--- config.mk ---
export PLATFORM = sky130hd
export DESIGN_NAME = uart_xcvr
export DESIGN_NICKNAME = d
export VERILOG_FILES = /design/src/rtl/uart_xcvr.sv
export SDC_FILE = /design/constraint.sdc
export NUM_CORES = 1
export LEC_CHECK = 0
export ABC_CLOCK_PERIOD_IN_PS = 4200
export CORE_MARGIN = 2
export CORE_UTILIZATION = 40
export CTS_BUF_LIST = sky130_fd_sc_hd__clkbuf_8 sky130_fd_sc_hd__clkbuf_16
export DETAILED_ROUTE_END_ITERATION = 8
export HOLD_SLACK_MARGIN = 0.02
export MAX_ROUTING_LAYER = met4
export PLACE_DENSITY = 0.56
export SLEW_MARGIN = 20
export SYNTH_ARGS = -nofsm -noshare
export SYNTH_HDL_FRONTEND = slang
export SYNTH_SLANG_ARGS = --single-unit
--- constraint.sdc ---
create_clock -name clk -period 4.2 [get_ports clk]
set_clock_uncertainty 0.1 [all_clocks]
set_input_delay 0.84 -clock clk [delete_from_list [all_inputs] [get_ports clk]]
set_output_delay 0.84 -clock clk [all_outputs]
set_load 0.02 [all_outputs]
--- src/rtl/uart_xcvr.sv ---
// uart_xcvr: full-duplex UART with valid/ready on both sides and RX->TX echo mode.
// Optional parity bit on both directions when UART_PARITY_EN is defined.
module uart_xcvr #(
  parameter int DATA_BITS = 8,
  parameter int STOP_BITS = 1,
  parameter int DIV_BITS  = 16
) (
  input  logic                 clk,
  input  logic                 i_reset,
  input  logic [DIV_BITS-1:0]  i_div,
  input  logic                 i_echo,
  input  logic                 i_rxd,
  output logic                 o_txd,
  input  logic [DATA_BITS-1:0] i_tx_data,
  input  logic                 i_tx_valid,
  output logic                 o_tx_ready,
  output logic                 o_tx_busy,
  output logic [DATA_BITS-1:0] o_rx_data,
  output logic                 o_rx_valid,
  input  logic                 i_rx_ready,
  output logic                 o_rx_frame_err,
  output logic                 o_rx_overrun,
  output logic                 o_rx_busy
`ifdef UART_PARITY_EN
  ,
  input  logic                 i_parity_odd,
  output logic                 o_rx_parity_err
`endif
);
  typedef enum logic [2:0] {
    IDLE,
    START,
    DATA,
`ifdef UART_PARITY_EN
    PARITY,
`endif
    STOP
  } st_t;
  localparam logic [DIV_BITS:0] ONE = (DIV_BITS+1)'(1);
  localparam logic [3:0] LAST = 4'(DATA_BITS - 1);
  st_t tx_st, rx_st;
  logic echo_q;
  logic [DIV_BITS-1:0] div_eff, tx_div, rx_div;
  logic [DIV_BITS:0] tx_cnt, tx_bit, tx_stop, rx_cnt, rx_bit;
  logic [3:0] tx_idx, rx_idx;
  logic [DATA_BITS-1:0] tx_sh, tx_din, rx_sh, rx_hold;
  logic tx_rdy, tx_go, rx_acc, rx_done, rx_vld, rx_ferr, rx_ovr, rxs, rx_prev;
  logic [1:0] rx_sync;
`ifdef UART_PARITY_EN
  logic tx_par, rx_odd, rx_pbit, rx_perr;
  assign o_rx_parity_err = rx_perr & o_rx_valid;
`endif
  assign div_eff = (i_div < DIV_BITS'(2)) ? DIV_BITS'(2) : i_div;
  assign tx_bit = {1'b0, tx_div} - ONE;
  assign tx_stop = ({1'b0, tx_div} << (STOP_BITS - 1)) - ONE;
  assign rx_bit = {1'b0, rx_div} - ONE;
  assign rxs = rx_sync[1];
  // In echo mode the holding register is the TX source and TX acceptance is the RX accept
  assign tx_rdy = (tx_st == IDLE) & ~i_reset;
  assign tx_din = echo_q ? rx_hold : i_tx_data;
  assign tx_go = tx_rdy & (echo_q ? rx_vld : i_tx_valid);
  assign rx_acc = rx_vld & (echo_q ? tx_rdy : i_rx_ready);
  assign rx_done = (rx_st == STOP) && (rx_cnt == '0);
  assign o_tx_ready = tx_rdy & ~echo_q;
  assign o_rx_valid = rx_vld & ~echo_q;
  assign o_rx_data = rx_hold;
  assign o_rx_frame_err = rx_ferr & o_rx_valid;
  assign o_rx_overrun = rx_ovr;
  assign o_rx_busy = rx_st != IDLE;

  always_ff @(posedge clk)
    if (i_reset) echo_q <= 1'b0;
    else if (tx_st == IDLE && rx_st == IDLE) echo_q <= i_echo;

  always_ff @(posedge clk) begin
    if (i_reset) begin
      tx_st <= IDLE;
      o_txd <= 1'b1;
      o_tx_busy <= 1'b0;
      tx_cnt <= '0;
      tx_idx <= '0;
      tx_sh <= '0;
      tx_div <= '0;
`ifdef UART_PARITY_EN
      tx_par <= 1'b0;
`endif
    end else if (tx_st == IDLE) begin
      if (tx_go) begin
        tx_st <= START;
        o_txd <= 1'b0;
        o_tx_busy <= 1'b1;
        tx_div <= div_eff;
        tx_cnt <= {1'b0, div_eff} - ONE;
        tx_sh <= tx_din;
`ifdef UART_PARITY_EN
        tx_par <= ^tx_din ^ i_parity_odd;
`endif
      end
    end else if (tx_cnt != '0) begin
      tx_cnt <= tx_cnt - ONE;
    end else begin
      case (tx_st)
        START: begin
          tx_st <= DATA;
          o_txd <= tx_sh[0];
          tx_cnt <= tx_bit;
          tx_idx <= '0;
        end
        DATA: begin
          tx_cnt <= tx_bit;
          tx_idx <= tx_idx + 4'd1;
          tx_sh <= tx_sh >> 1;
          o_txd <= tx_sh[1];
          if (tx_idx == LAST) begin
`ifdef UART_PARITY_EN
            tx_st <= PARITY;
            o_txd <= tx_par;
`else
            tx_st <= STOP;
            o_txd <= 1'b1;
            tx_cnt <= tx_stop;
`endif
          end
        end
`ifdef UART_PARITY_EN
        PARITY: begin
          tx_st <= STOP;
          o_txd <= 1'b1;
          tx_cnt <= tx_stop;
        end
`endif
        default: begin
          tx_st <= IDLE;
          o_txd <= 1'b1;
          o_tx_busy <= 1'b0;
        end
      endcase
    end
  end

  always_ff @(posedge clk) begin
    if (i_reset) begin
      rx_sync <= 2'b11;
      rx_prev <= 1'b1;
      rx_st <= IDLE;
      rx_cnt <= '0;
      rx_idx <= '0;
      rx_sh <= '0;
      rx_div <= '0;
`ifdef UART_PARITY_EN
      rx_odd <= 1'b0;
      rx_pbit <= 1'b0;
`endif
    end else begin
      rx_sync <= {rx_sync[0], i_rxd};
      rx_prev <= rxs;
      if (rx_st == IDLE) begin
        if (rx_prev && !rxs) begin
          rx_st <= START;
          rx_div <= div_eff;
          rx_cnt <= {1'b0, div_eff >> 1} - ONE;
`ifdef UART_PARITY_EN
          rx_odd <= i_parity_odd;
`endif
        end
      end else if (rx_cnt != '0) begin
        rx_cnt <= rx_cnt - ONE;
      end else begin
        case (rx_st)
          START: begin
            rx_st <= rxs ? IDLE : DATA;
            rx_cnt <= rx_bit;
            rx_idx <= '0;
          end
          DATA: begin
            rx_sh <= {rxs, rx_sh[DATA_BITS-1:1]};
            rx_cnt <= rx_bit;
            rx_idx <= rx_idx + 4'd1;
`ifdef UART_PARITY_EN
            if (rx_idx == LAST) rx_st <= PARITY;
          end
          PARITY: begin
            rx_pbit <= rxs;
            rx_cnt <= rx_bit;
            rx_st <= STOP;
`else
            if (rx_idx == LAST) rx_st <= STOP;
`endif
          end
          default: rx_st <= IDLE;
        endcase
      end
    end
  end

  // A byte arriving while the old one is still unclaimed is dropped and flagged
  always_ff @(posedge clk) begin
    if (i_reset) begin
      rx_vld <= 1'b0;
      rx_hold <= '0;
      rx_ferr <= 1'b0;
      rx_ovr <= 1'b0;
`ifdef UART_PARITY_EN
      rx_perr <= 1'b0;
`endif
    end else begin
      if (rx_done && (!rx_vld || rx_acc)) begin
        rx_vld <= 1'b1;
        rx_hold <= rx_sh;
        rx_ferr <= ~rxs;
`ifdef UART_PARITY_EN
        rx_perr <= rx_pbit ^ (^rx_sh) ^ rx_odd;
`endif
      end else if (rx_acc) begin
        rx_vld <= 1'b0;
      end
      rx_ovr <= (rx_done & rx_vld & ~rx_acc) | (rx_ovr & ~rx_acc);
    end
  end
endmodule
### Yosys cells after proc, flatten, opt, wreduce, memory -nomap -nowiden

Cells that the tools add are included.
Widths: inputs -> output; s select.

* register bits after elaboration: 113
* latch bits: 0
* memory bits (writable): 0
* bits in read-only memories: 0
* input port bits: 30
* output and inout port bits: 15
* logic and storage cells: 133
* memories kept: 0

* add/subtract/negate cells: 8
* multiply operators: 0
* div/mod/pow operators: 0
* order comparisons: 1
* equality and inequality tests: 14
* shifts and indexed selects: 0
* multiplexer cells: 40
* bitwise logic cells: 18
* reductions and logical operators: 33

Operators by type and width (count)
* $mux 17: 8
* $sub 16x1->17 const B: 3
* $mux 8: 5
* $reduce_bool 17->1: 2
* $sub 17x1->17 const B: 2
* $mux 3: 8
* $reduce_and 3->1: 7
* $logic_not 17->1: 1
* $lt 16x2->1 const B: 1
* $mux 16: 1
* $pmux 4 s2: 2
* $sub 15x1->16 const B: 1
* $mux 1: 12
* $pmux 3 s2: 2
* $reduce_and 2->1: 5
* $and 1x1->1: 9
* $eq 3x2->1 const B: 3
* $reduce_bool 3->1: 3
* $add 4x1->4 const B: 2
* $eq 4x3->1 const B: 2
* $not 1->1: 8
* $reduce_bool 2->1: 4
* $eq 3x1->1 const B: 2
* $logic_not 3->1: 2
* 10 further kinds: 19

### Logic depth before layout (Yosys ltp)

* word-level depth: 7
* gate-level depth with buffers: 14
* depth with buffers taken out: 12

### Worst setup path after synthesis

Ideal clock, no wire load.

* path kind: register to register
* start point: register tx_st[0]
* end point: register tx_cnt[8]
* library setup time: 0.086 ns
* arrival: 3.487 ns
* path slack: 0.527 ns
* cell stages (with the launch flop): 15
* path buffers: 6
* clock period less this slack: 3.673 ns
* cell sequence: dfxtp_1 inv_1 ha_1 buf_1 buf_2 buf_2 clkbuf_1 clkbuf_1 buf_1 mux2_2 ha_1 o21ai_1 nor2_1 xnor2_1 a211oi_1

* longest elaborated chain between the ends: 5

Ends and longest elaborated chain
* from (decl): line 41 `st_t tx_st, rx_st;`
* from (signal assigned): line 77 `tx_st <= IDLE;`
* from (signal assigned): line 89 `tx_st <= START;`
* from (signal assigned): line 104 `tx_st <= DATA;`
* $logic_not 3->1: line 59, 87
* $and 1x1->1: line 59 `assign tx_rdy = (tx_st == IDLE) & ~i_reset;`
* $and 1x1->1: line 61 `assign tx_go = tx_rdy & (echo_q ? rx_vld : i_tx_valid);`
* $ne 2x2->1 (no source line)
* $reduce_and 2->1 (no source line)
* to (signal assigned): line 93 `tx_cnt <= {1'b0, div_eff} - ONE;`
* to (signal assigned): line 100 `tx_cnt <= tx_cnt - ONE;`
* to (signal assigned): line 106 `tx_cnt <= tx_bit;`
* to (decl): line 44 `logic [DIV_BITS:0] tx_cnt, tx_bit, tx_stop, rx_cnt, rx_bit;`

Parallel ways exist; a longest one is shown, timed or not.
A chain may end at the register's enable or synchronous reset.

### Worst setup path after layout

* start point: input i_div[12]
* end point: register tx_cnt[10]

* longest elaborated chain between the ends: 5

Ends and longest elaborated chain
* from (decl): line 10 `input logic [DIV_BITS-1:0] i_div,`
* $lt 16x2->1: line 53 `assign div_eff = (i_div < DIV_BITS'(2)) ? DIV_BITS'(2) : i_div;`
* $mux 16: line 53
* $sub 16x1->17: line 93
* $mux 17: line 88 `if (tx_go) begin`
* $mux 17: line 87 `end else if (tx_st == IDLE) begin`

Every way passes these cells. The select of a mux whose other input is x is not followed.

==> impl_results.md <==
- Status: completed
- Most frequent CP cell: or4_4
- Number of global-route vias before repair: 5604
- Slew margin rel.: 35.5%
- Clk pwr share: 30.8%
- Final setup viols: 0
- Post-synth EDFFs: 0
- Largest net degree at the start of global routing: 91
- Mapped cell area: 6210 µm²
- Vias: 5984
- RSZ-0062 raised after global routing: false
- Final GP Congestion: 0.914
- ANT nets after route: 0
- Initial Utilization: 40.8%
- Antenna violations before repair: 0
- WS Path Type: in2reg
- Most used DFF post-synth: dfxtp_1
- Pins Over Slew Limit: 0
- Area Growth Syn to Fin: 16.7%
- Antenna Cells: 0
- Switching Share: 34.6%
- Clock slew seen by the registers of the worst setup and hold paths: 0.08 ns
- Die span in y: 129 µm
- Multi-input gate area: 3750 µm²
- Worst Path Max Fanout: 6
- H-tree Lvls: 3
- Worst setup path startpoint: i_div[12]
- Detailed router's first-iteration violation count: 593
- Port Buf Inserts: 44
- DR pass1 iterations: 7
- Seq/Total Area, Yosys: 35.8%
- Crit end category: flip-flop
- Root buf cell: clkbuf_16
- CTS tree: yes
- Vias per std cell: 5.82
- Delay of the slowest critical-path stage: 0.56 ns
- Core area: 15200 µm²
- Setup TNS: 0 ns
- Min Tclk post-route: 3.60 ns
- Pleak: 2.60 nW
- Comb pwr share: 27.1%
- YS warnings: 0
- Die footprint: 16500 µm²
- CP cell instances: clkdlybuf4s50_1 > or4_4 > or4_4 > o31ai_4 > a21o_1 > ha_1 > o21ai_1 > nor4_1 > xnor2_1 > a211oi_1
- Peak supply drop: 0.000218 V
- Residual DRC: 0
- Clk Latency, worst-skew pair: 0.36 ns
- Part of the power in registers: 42.1%
- Final hold vios: 0
- Rows: 45
- Routed length per instance: 17.5 µm
- Worst hold path startpoint: rx_sync[0]$_SDFF_PP1_
- Avg Inst Size Synth: 7.82 µm²
- Clock Path Buffers: 2
- Pwr dens: 391 nW/µm²
- Post-CTS Repair Setup Buffers: 0
- Fillers: 1521
- CP max stage cell: or4_4
- Fraction of layout cells with a size suffix above 1: 8.69%
- First-pass GRT wire length: 29.0 mm
- CP Data Required Time: 4.37 ns
- Worst Tran Pin Value: 0.968 ns
- Startpoint types: primary input
- Post-synth ARST share: 0%
- Die width: 129 µm
- Cells after Synth: 794
- Final #Nets: 878
- Core Util, Final: 47.7%
- CTS Hold Bufs: 0
- Register Area: 2220 µm²
- Peak Freq: 278 MHz
- # Max-Cap Violations: 0
- Yosys reg bits: 111
- Crit path DAT: 3.78 ns
- All-Layer GR Usage: 22.7%
- CTS Buf Count: 9
- Final period util: 85.8%
- Post-CTS Resized: 0
- Drt total wl: 18.0 mm
- Total grt overflow: 0
- Num Clock Sinks: 111
- Io pins: 45
- Min-delay worst type: reg2reg
- Switching power of the nets: 0.980 mW
- Worst R2R Start: rx_cnt[2]$_SDFFE_PP0P_
- Syn nets: 837
- Number of library cell types mapped by synthesis: 63
- Int Pwr: 1.85 mW
- Post-DP HPWL: 12.8 mm
==> worst max-delay path, delay by kind of cell <==
kind / cells / cell delay, ns
AOI/OAI and AO/OA: 4 / 0.80
xor gates and xnor gates: 1 / 0.11
adders and majority gates: 1 / 0.17
and+or+nand+nor: 3 / 1.42
buffers and inverters: 1 / 0.42
==> per-layer routing <==
metal	vias to the layer above	share of wire, %	global-route usage (%)	wire length, µm
met4	0	2.3	6.91	405
met3	27	4.8	4.95	861
li1	2952	-	-	-
met2	154	45	34.9	8090
met1	2851	48	30.0	8600
met5	-	0	-	0
==> final cells by class <==
type | count | share of cell area [%]
multi-input combinational | 622 | 51.8
tap | 188 | 3.25
clock inverter | 6 | 0.846
clock buffer | 10 | 3.30
sequential | 111 | 30.7
inverter | 14 | 0.725
timing repair buffer | 77 | 9.46
==> sequential cells by signal (all words and copies together) (netlist names) <==
| signal | cells |
|---|---|
| echo_q | 1 |
| o_rx_data | 8 |
| o_rx_overrun | 1 |
| o_tx_busy | 1 |
| o_txd | 1 |
| rx_cnt | 17 |
| rx_div | 16 |
| rx_ferr | 1 |
| rx_idx | 4 |
| rx_prev | 1 |
| rx_sh | 8 |
| rx_st | 2 |
| rx_sync | 2 |
| rx_vld | 1 |
| tx_cnt | 17 |
| tx_div | 16 |
| tx_idx | 4 |
| tx_sh | 8 |
| tx_st | 2 |
==> synthesized netlist by cell type, types with 3 or more instances <==
library cell / number / area [µm²]
mux2_2: 3 / 33.8
buf_1: 4 / 15.0
nor2_1: 103 / 387
nor3b_1: 4 / 30.0
nand4b_1: 5 / 43.8
a211oi_1: 29 / 218
a21o_1: 3 / 22.5
nand2b_1: 8 / 50.1
nand3_1: 23 / 115
xnor2_1: 17 / 149
a41oi_1: 4 / 35.0
xor2_1: 9 / 78.8
and3_1: 5 / 31.3
o31ai_1: 6 / 45.0
a21oi_1: 85 / 425
nand2_1: 104 / 390
o41ai_1: 4 / 35.0
a311oi_1: 8 / 70.1
nor4_1: 15 / 93.8
or2_2: 7 / 43.8
nor3_1: 22 / 110
clkbuf_1: 36 / 135
o22ai_1: 4 / 25.0
or3_1: 6 / 37.5
inv_1: 13 / 48.8
and2_1: 7 / 43.8
nor2b_1: 8 / 50.1
ha_1: 13 / 163
buf_2: 5 / 25.0
o21ai_0: 22 / 110
or4_1: 5 / 37.5
a31oi_1: 12 / 75.1
o21a_1: 6 / 45.0
o211ai_1: 4 / 30.0
mux2i_1: 30 / 300
nand3b_1: 7 / 52.6
dfxtp_1: 111 / 2220
==> per-stage QoR <==
| step | std cells | area, µm² | total power [mW] | hold slack (ns) | worst slack [ns] |
|---|---|---|---|---|---|
| floorplan | 794 | 6210 | 1.73 | 0.289 | 0.527 |
| global placement | 1012 | 6950 | 1.96 | 0.294 | 0.268 |
| detailed placement | 1012 | 6950 | 1.97 | 0.295 | 0.235 |
| CTS | 1028 | 7250 | 2.84 | 0.315 | 0.619 |
| global route | 1028 | 7250 | 2.98 | 0.342 | 0.413 |
| finish | 1028 | 7250 | 2.83 | 0.312 | 0.598 |
==> final timing paths <==
check                            endpoint  slack (ns)  cells past startpoint
hold / removal      rx_sync[1]$_SDFF_PP1_        0.31                      1
setup / recovery  tx_cnt[10]$_SDFFE_PP0P_        0.60                     10
setup reg to reg  rx_cnt[16]$_SDFFE_PP0P_        0.84                     12
hold reg to reg     rx_sync[1]$_SDFF_PP1_        0.31                      1
==> power by group through the flow <==
stage / clock, mW / sequential, mW / combinational [mW]
after floorplan: 0 / 1.19 / 0.540
after global placement: 0 / 1.21 / 0.751
after detailed placement: 0 / 1.21 / 0.758
after CTS: 0.893 / 1.19 / 0.762
after global routing: 0.934 / 1.20 / 0.847
final: 0.872 / 1.19 / 0.768
==> cell usage in the layout (no fill, tap or decap), types with 4 or more instances in the layout <==
cell	n
nand2_1	104
o21ai_0	22
nor2b_1	8
clkbuf_16	9
xnor2_1	17
o21a_1	6
and2_1	7
o22ai_1	4
inv_1	13
o41ai_1	4
o211ai_1	4
or2_2	7
nand3_1	23
a311oi_1	8
nand4b_1	5
nand2b_1	8
nor3_1	22
nor3b_1	4
a41oi_1	4
and3_1	5
a211oi_1	29
a21oi_1	84
buf_4	34
dfxtp_1	111
o31ai_1	6
mux2i_1	30
nand3b_1	7
a31oi_1	12
nor4_1	15
or3_1	6
clkdlybuf4s50_1	43
nor2_1	103
ha_1	12
or4_1	5
xor2_1	9
==> logic make-up (layout without fill, tap and decap cells) <==
kind of cell	count (synthesis)	count (layout)	synth area share, %
muxes	33	33	5.38
buffers and inverters	61	107	3.91
and+or+nand+nor	339	339	26.1
xor gates and xnor gates	26	26	3.67
DFF	111	111	35.8
AOI/OAI and AO/OA	211	211	22.5
adders and majority gates	13	13	2.62
Power figures use the tool's default switching activity.
==> RTL change: new RTL, same settings <==
Encoding of `st_t`: now one-hot (4 bits for 4 values).
--- a/src/rtl/uart_xcvr.sv
+++ b/src/rtl/uart_xcvr.sv
@@ -27,14 +27,14 @@
   output logic                 o_rx_parity_err
 `endif
 );
-  typedef enum logic [2:0] {
-    IDLE,
-    START,
-    DATA,
+  typedef enum logic [3:0] {
+    IDLE  = 4'b0001,
+    START = 4'b0010,
+    DATA  = 4'b0100,
 `ifdef UART_PARITY_EN
     PARITY,
 `endif
-    STOP
+    STOP  = 4'b1000
   } st_t;
   localparam logic [DIV_BITS:0] ONE = (DIV_BITS+1)'(1);
   localparam logic [3:0] LAST = 4'(DATA_BITS - 1);
Behaviour: same outputs for any inputs over 4 cycles, from zero or initial values and one cycle with i_reset high; so few cycles prove little.
==> RTL change against the original RTL <==
  * Worst setup slack worse by 0.28 ns
  * Area after synthesis grew 3.5%
  * Final area up 7.9%
  * Routed wire length up 4.1%
  * Sequential cell count grew 4
  * Power grew 42%
  * Core utilization up 1.9 points
  * Combinational power rose by 50%
==> RTL change: results (changes against the original RTL) <==
- Number of global-route vias before repair: 5,790 (+3.3%)
- The part of the Yosys area used for sequential elements came to 35.83% (+0.048 points).
- Critical path fanouts, max: 7 (+1)
* Headroom to the max-slew limit: 43.14% (+7.7 points)
* Final weighted congestion of routability-driven global placement: 0.8752 (-4.2%)
- Buffers inserted during post-CTS setup optimization: 0 (unchanged)
- Insertion delay to the later sink of the worst-skew pair: 0.41 ns (+0.05 ns)
- Root buffer selected by CTS: sky130_fd_sc_hd__clkbuf_16
- Fraction of layout cells with a size suffix above 1: 11.94% (+3.2 points)
* Detailed placer's ending HPWL: 12.94 mm (+1.2%)
- Run status: complete, no violations
- The critical path in this run is classified as register to register.
* Syn nets: 867 (+3.6%)
- The register-to-register setup slack is 0.32 ns (-0.52 ns).
- The number of nets in the final layout is 910 (+3.6%).
- Post-CTS sizing: 0 (unchanged)
* Number of H-tree levels: 4 (+1)
- Number of library cell types mapped by synthesis: 76 (+21%)
* Wire length of the first global-routing pass: 30.44 mm (+4.9%)
- Worst-path clk slew: 0.06 ns (-0.02 ns)
- In this run the critical register-to-register path is captured at rx_cnt[14].
- The arrival time reported for the critical path endpoint came to 4.11 ns (+0.33 ns).
- Tightest Hold Check Type: register to register
- Gr usage total: 23.31% (+0.60 points)
- In the synthesized netlist the dominant register cell turns out to be sky130_fd_sc_hd__dfxtp_1.
- The number of antenna violations at the first check in global routing is 0 (unchanged).
- Ys async rst share: 0% (unchanged)
- The clock buffer count from CTS came to 17 (+8).
- The count of routing violations after the opening detailed-route iteration was 517 (-13%).
- In the final layout, the registers with the most flip-flops are rx_cnt (17), tx_cnt (17).
- Synth top area cells: sky130_fd_sc_hd__dfxtp_1 (36%), sky130_fd_sc_hd__a21oi_1 (7.7%), sky130_fd_sc_hd__nor2_1 (6.6%)
- Overall routed net length: 18.70 mm (+4.1%)
* Number of optimization iterations in the first detailed-route pass: 5 (-2)
- The worst supply voltage drop on vdd was 0.0003075 V (+41%).
- The filler cell count in the final layout was 1,538 (+1.1%).
- Largest net degree at the start of global routing: 70 (-23%)
- Port-buffer cells: 44 (unchanged)
- Static Leakage: 2.865 nW (+10%)
- R2R Path Start: rx_cnt[10]
- Number of cells traversed by the worst register-to-register path: 12 (unchanged)
- Total of warnings raised by yosys: 0 (unchanged)
- The antenna diode count was 0 (unchanged).
- Bufs on Longest Clock Path: 2 (unchanged)
* Average vias per placed instance: 5.678 (-2.4%)
* Synth top cells by count: sky130_fd_sc_hd__dfxtp_1 (115), sky130_fd_sc_hd__nor2_1 (113), sky130_fd_sc_hd__nand2_1 (112), sky130_fd_sc_hd__a21oi_1 (99), sky130_fd_sc_hd__nor3_1 (40)
RTL change: metrics by stage:
| stage | hold WS, ns | instance area (um2) | setup slack [ns] | cells | power (W) |
|---|---|---|---|---|---|
| final | 0.3060 | 7823 | 0.3156 | 1104 | 0.004033 |
| after global routing | 0.3255 | 7823 | 0.09142 | 1104 | 0.004238 |
| after CTS | 0.3069 | 7818 | 0.3364 | 1104 | 0.004047 |
| after detailed placement | 0.2937 | 7169 | 0.1690 | 1072 | 0.002441 |
| after global placement | 0.2933 | 7169 | 0.2074 | 1072 | 0.002438 |
| after floorplan | 0.2895 | 6425 | 0.2349 | 832 | 0.002145 |
RTL change: critical path, cell delays in order (launching register included):
cell and delay, ns:
sky130_fd_sc_hd__dfxtp_1 0.44, sky130_fd_sc_hd__or3_1 0.29, sky130_fd_sc_hd__or4_1 0.23, sky130_fd_sc_hd__nor2_4 0.06, sky130_fd_sc_hd__a21oi_1 0.19, sky130_fd_sc_hd__ha_1 0.21, sky130_fd_sc_hd__or3b_4 0.42, sky130_fd_sc_hd__or4_4 0.45
sky130_fd_sc_hd__a311o_4 0.43, sky130_fd_sc_hd__a2111oi_4 0.43, sky130_fd_sc_hd__nand3_1 0.16, sky130_fd_sc_hd__xnor2_1 0.16, sky130_fd_sc_hd__a211oi_2 0.21
RTL change: layer usage:
layer	part of all wire, %	global-route usage, %
met1	47	30.67
met2	48	36.76
met3	3.5	4.235
met4	1.3	6.884
met5	0	-
RTL change: logic make-up after synthesis:
group	after synthesis	share of synthesized area, %
AND/OR/NAND/NOR	358	26.47
adder cells (fa/ha/maj)	5	0.9737
flip-flops	115	35.83
buffers and inverters	68	4.557
XOR/XNOR	25	3.408
AO/OA/AOI/OAI	231	24.01
multiplexers	30	4.752
RTL change: final cells by class:
cell class / instances / area (um2) / area share [%]
clock buffer: 18 / 439.2 / 5.614
clock inverter: 14 / 209.0 / 2.671
inverter: 12 / 45.04 / 0.5758
multi-input combinational: 649 / 3849 / 49.20
sequential: 115 / 2302 / 29.43
tap: 216 / 270.3 / 3.455
timing repair buffer: 80 / 708.2 / 9.053
RTL change: worst min-delay path by stage:
stage | start | to | slack (ns) | depth (start not counted)
final | rx_sync[0] | rx_sync[1] | 0.31 | 1
after detailed placement | rx_sync[0] | rx_sync[1] | 0.29 | 1
after CTS | rx_sync[0] | rx_sync[1] | 0.31 | 1
after floorplan | rx_sync[0] | rx_sync[1] | 0.29 | 1
after global placement | rx_sync[0] | rx_sync[1] | 0.29 | 1
after global routing | rx_sync[0] | rx_sync[1] | 0.33 | 1
RTL change: power breakdown:
part,switching (W),internal [W]
logic,0.000693,0.000456
registers,0.000108,0.00119
clock network,0.000525,0.00107
total,0.00133,0.00271
